==> config.mk <==
export PLATFORM = sky130hd
export DESIGN_NAME = register_file
export DESIGN_NICKNAME = d
export VERILOG_FILES = /design/src/rtl/register_file.sv
export SDC_FILE = /design/constraint.sdc
export NUM_CORES = 1
export LEC_CHECK = 0
export BUFFER_PORTS_ARGS = -buffer_cell sky130_fd_sc_hd__buf_2
export CORE_UTILIZATION = 45
export DETAILED_ROUTE_END_ITERATION = 7
export MAX_ROUTING_LAYER = met4
export PLACE_DENSITY = 0.79
export SLEW_MARGIN = 40
export SYNTH_ARGS = -nofsm -noshare
export SYNTH_HDL_FRONTEND = slang
export SYNTH_SLANG_ARGS = --single-unit
==> constraint.sdc <==
create_clock -name clk -period 1.3 [get_ports clk]
set_input_delay 0.325 -clock clk [delete_from_list [all_inputs] [get_ports clk]]
set_output_delay 0.325 -clock clk [all_outputs]
set_load 0.005 [all_outputs]
==> src/rtl/register_file.sv <==
// register_file: 2^ADDR_W x DATA_W register file with two combinational read
// ports and one synchronous write port. Synchronous active-high reset clears
// every entry and takes priority over a write.
// Optional build macro REGFILE_BYPASS_EN: write-to-read forwarding, so a read
// of the entry being written returns write_data in the same cycle.

// One storage entry: clears on reset, loads on its write select.
module register_file_cell #(
  parameter int DATA_W = 8
) (
  input  logic              clk,
  input  logic              reset,
  input  logic              we_i,
  input  logic [DATA_W-1:0] wdata_i,
  output logic [DATA_W-1:0] q_o
);

  logic [DATA_W-1:0] q_q;
  logic [DATA_W-1:0] q_d;

  // Next state: hold unless this entry is selected for write.
  always_comb begin
    q_d = q_q;
    if (we_i) q_d = wdata_i;
  end

  // Entry register; reset wins over any pending write.
  always_ff @(posedge clk) begin
    if (reset) q_q <= '0;
    else       q_q <= q_d;
  end

  assign q_o = q_q;

endmodule

module register_file #(
  parameter int DATA_W = 8,
  parameter int ADDR_W = 2
) (
  input  logic              clk,
  input  logic              reset,
  input  logic [ADDR_W-1:0] reg1,
  input  logic [ADDR_W-1:0] reg2,
  input  logic [ADDR_W-1:0] reg_w,
  input  logic              do_write,
  input  logic [DATA_W-1:0] write_data,
  output logic [DATA_W-1:0] data1,
  output logic [DATA_W-1:0] data2
);

  localparam int NUM_REGS = 1 << ADDR_W;

  logic [NUM_REGS-1:0][DATA_W-1:0] regs_q;
  logic [NUM_REGS-1:0]             wr_sel;

  // One-hot write select decoded from the write index.
  always_comb begin
    wr_sel = '0;
    if (do_write) wr_sel[reg_w] = 1'b1;
  end

  // Array of entries; every index is a plain writable register.
  for (genvar g = 0; g < NUM_REGS; g++) begin : g_reg
    register_file_cell #(.DATA_W(DATA_W)) u_cell (
      .clk     (clk),
      .reset   (reset),
      .we_i    (wr_sel[g]),
      .wdata_i (write_data),
      .q_o     (regs_q[g])
    );
  end

`ifdef REGFILE_BYPASS_EN
  logic fwd1;
  logic fwd2;

  // Forward write data to a read port addressing the entry being written,
  // except under reset where the array contents are shown.
  always_comb begin
    fwd1 = do_write && !reset && (reg1 == reg_w);
    fwd2 = do_write && !reset && (reg2 == reg_w);
  end

  // Read mux with forwarding.
  always_comb begin
    data1 = fwd1 ? write_data : regs_q[reg1];
    data2 = fwd2 ? write_data : regs_q[reg2];
  end
`else
  // Read mux straight from the array; a same-cycle write shows after the edge.
  always_comb begin
    data1 = regs_q[reg1];
    data2 = regs_q[reg2];
  end
`endif

endmodule

==> impl_metrics.csv <==
group,metric,value,unit
global_route,overflow,0,
pwr,ir_drop,728,uV
global_route,grt_max_degree,41,
pwr,p_clk_frac,0.406,
worst_hold_path,worstHoldPathCells,3,
timing,setup_tns,-3.60,ns
die,start_util,0.483,
route,finalWirelength,3.66,mm
run,cap_violations,0,
synthesis,syn-num-nets,153,
synthesis,netlist_area,1660,um^2
route,vias,1213,
global_route,antenna_found_initial,0,
route,ant_nets,0,
timing,setup_viol,16,
timing,fmax,642,MHz
worst_hold_path,holdPathEnd,"g_reg[2].u_cell.q_o[2]",
setup_path,worstSetupStartpointType,"register",
final_layout,layoutNonFillerInstCount,231,
cts,cts-root-buf,"clkbuf_8",
cts,cts.sinks,32,
setup_path,arrival,1.23,ns
worst_hold_path,hold_path.class,"input port to register",
timing,hold_violations,0,
final_layout,num-nets-final,201,
final_layout,largest_reg_flops,32,
route,drtPass1Iterations,4,
timing,rsz0062_at_grt,"yes",
setup_path,cp_max_fo,3,
final_layout,final_util,0.627,
cts,cts_buffer_depth,2,
global_route,grt_pass1_wl,6.04,mm
synthesis,synthMuxAreaShare,0.409,
final_layout,drive_above_1_share,0.497,
pwr,p_sw_frac,0.222,
final_layout,area_growth,29.8,%
cts,cts_max_level,2,
setup_path,crit_type,"register to output port",
synthesis,post_synth_fa_ha_maj_area_fraction,0,
synthesis,yosysTopAreaCellShare,0.385,
synthesis,syn-instance-count,136,
synthesis,ys_seq_area_frac,0.385,
setup_path,r2r_setup_slack,0.49,ns
cts,clk_pin_slew,0.07,ns
die,core_area,3440,um^2
synthesis,synth_top_cell_by_area,"dfxtp_1",
die,rows,21,
worst_hold_path,hold_path_startpoint,"write_data[2]",
die,chipWidth,62.8,um
setup_path,r2r_cells,4,
die,die_y,62.8,um
synthesis,synth_area_leaders,"dfxtp_1 (39%), mux4_2 (22%), mux2i_1 (19%)",
synthesis,synth-xor-area-share,0,
place,placedCellCount,219,
timing,period_needed,1.56,ns
timing,worst_pin_slew,0.247,ns
pwr,p_switching,503,uW
synthesis,synth_top_family_by_area,"multiplexers",
pwr,combPwrFrac,0.133,
outcome,status,"finished, violations left",
final_layout,fillCellCount,270,
synthesis,synthSimpleGateAreaFrac,0.178,
final_layout,diodes,0,
timing,slew_violations,0,
pwr,power.share.sequential,0.460,
die,ios,33,
place,place_congestion,0.833,
cts,cts_tree,"done",
pwr,cell_internal_pwr,1.77,mW
synthesis,yosysWarnings,0,
synthesis,synth-compound-area-share,0,
global_route,globalRouteTotalUtil,0.207,
route,wire_per_inst,15.9,um
route,first_iter_violations,50,
place,io_buffer_count,32,
final_layout,multi_input_area,977,um^2
route,viasPerCell,5.25,
route,drc_errors,0,
pwr,power.density,1050,nW/um^2
die,fp.dieArea,3940,um^2
outcome,violations,"setup timing",
final_layout,regArea,663,um^2
timing,fin_crit_sh,1.20,
cts,cts_buffers,5,
setup_path,cp.required,0.98,ns
timing,worst_slack,-0.259,ns
setup_path,r2r_start,"g_reg[3].u_cell.q_o[7]",
pwr,p_leak,1.01,nW
timing,max_slew_margin,0.835,
synthesis,synth.avg_cell_area,12.2,um^2
cts,insertion_delay,0.27,ns
synthesis,ys_ff_latch,32,
timing,finClkSkew,0,ns
synthesis,synth_cell_types,10,
setup_path,worstReg2RegEnd,"g_reg[3].u_cell.q_o[7]",
pwr,p_total,2.27,mW
setup_path,end_kind,"output port",
global_route,first_global_vias,1317,
place,post-dp-hpwl,2.69,mm
cell families after synthesis:
logic type	Yosys count
muxes	48
and+or+nand+nor	46
DFF	32
buffers and inverters	10
per-layer routing:
layer	track usage	routed length (um)
met5	-	0
met4	0.0988	82
met3	0.0493	129
met2	0.375	2100
met1	0.207	1350
how the worst max path moves through the flow:
| stage | startpoint | end | slack (ns) | cells past startpoint |
|---|---|---|---|---|
| finish | g_reg[3].u_cell.q_o[7] | data2[7] | -0.26 | 2 |
| global route | g_reg[3].u_cell.q_o[7] | data2[7] | -0.29 | 2 |
| CTS | g_reg[3].u_cell.q_o[7] | data2[7] | -0.26 | 2 |
| detailed placement | reg1[1] | data1[6] | -0.24 | 4 |
| global placement | reg1[1] | data1[1] | -0.23 | 4 |
| floorplan | reg1[0] | data1[7] | 0.01 | 2 |
cells in the final DEF (no fill, tap or decap):
| cell type | count |
|---|---|
| dfxtp_1 | 14 |
| clkinv_2 | 1 |
| clkbuf_8 | 5 |
| buf_4 | 16 |
| buf_2 | 30 |
| nand3_1 | 1 |
| nand2b_1 | 40 |
| mux4_2 | 16 |
| bufinv_16 | 1 |
| buf_12 | 3 |
| dfxtp_2 | 18 |
| and3b_1 | 2 |
| or3b_1 | 1 |
| buf_6 | 2 |
| mux2i_1 | 32 |
| clkbuf_1 | 1 |
| nand3b_1 | 2 |
area by class of cell:
cell class                 instances  area share
clock inverter                     2      0.0162
clock buffer                       6      0.0336
tap                               46      0.0267
sequential                        32       0.307
multi-input combinational         94       0.453
timing repair buffer              51       0.163
synthesized netlist by cell type, drive strengths merged:
| cell type | instances |
|---|---|
| clkbuf | 4 |
| nand3b | 2 |
| dfxtp | 32 |
| or3b | 1 |
| nand3 | 1 |
| nand2b | 40 |
| mux2i | 32 |
| buf | 6 |
| and3b | 2 |
| mux4 | 16 |
timing repair:
action	in CTS	in global routing
setup buffers	3	1
gates resized for setup	13	7
hold buffers	0	0
pin swaps	0	0
endpoints found under the setup margin	16	16
critical path, stage by stage (launching register included):
cell,delay [ns]
dfxtp_2,0.33
mux4_2,0.48
buf_2,0.14
power by group through the flow:
stage / Clock (mW) / Combinational (mW) / Sequential (mW)
after floorplan: 0 / 0.182 / 1.05
after global placement: 0 / 0.284 / 1.06
after detailed placement: 0 / 0.293 / 1.06
after CTS: 0.936 / 0.301 / 1.04
after global routing: 0.998 / 0.324 / 1.05
final: 0.922 / 0.302 / 1.04
stage by stage:
step / instance area (um^2) / hold slack (ns) / setup slack, ns
after global routing: 2160 / 0.387 / -0.295
after global placement: 1990 / 0.467 / -0.230
after floorplan: 1680 / 0.455 / 0.0130
after detailed placement: 1990 / 0.481 / -0.238
final: 2160 / 0.380 / -0.259
after CTS: 2140 / 0.377 / -0.258
(Power assumes the default switching activity.)
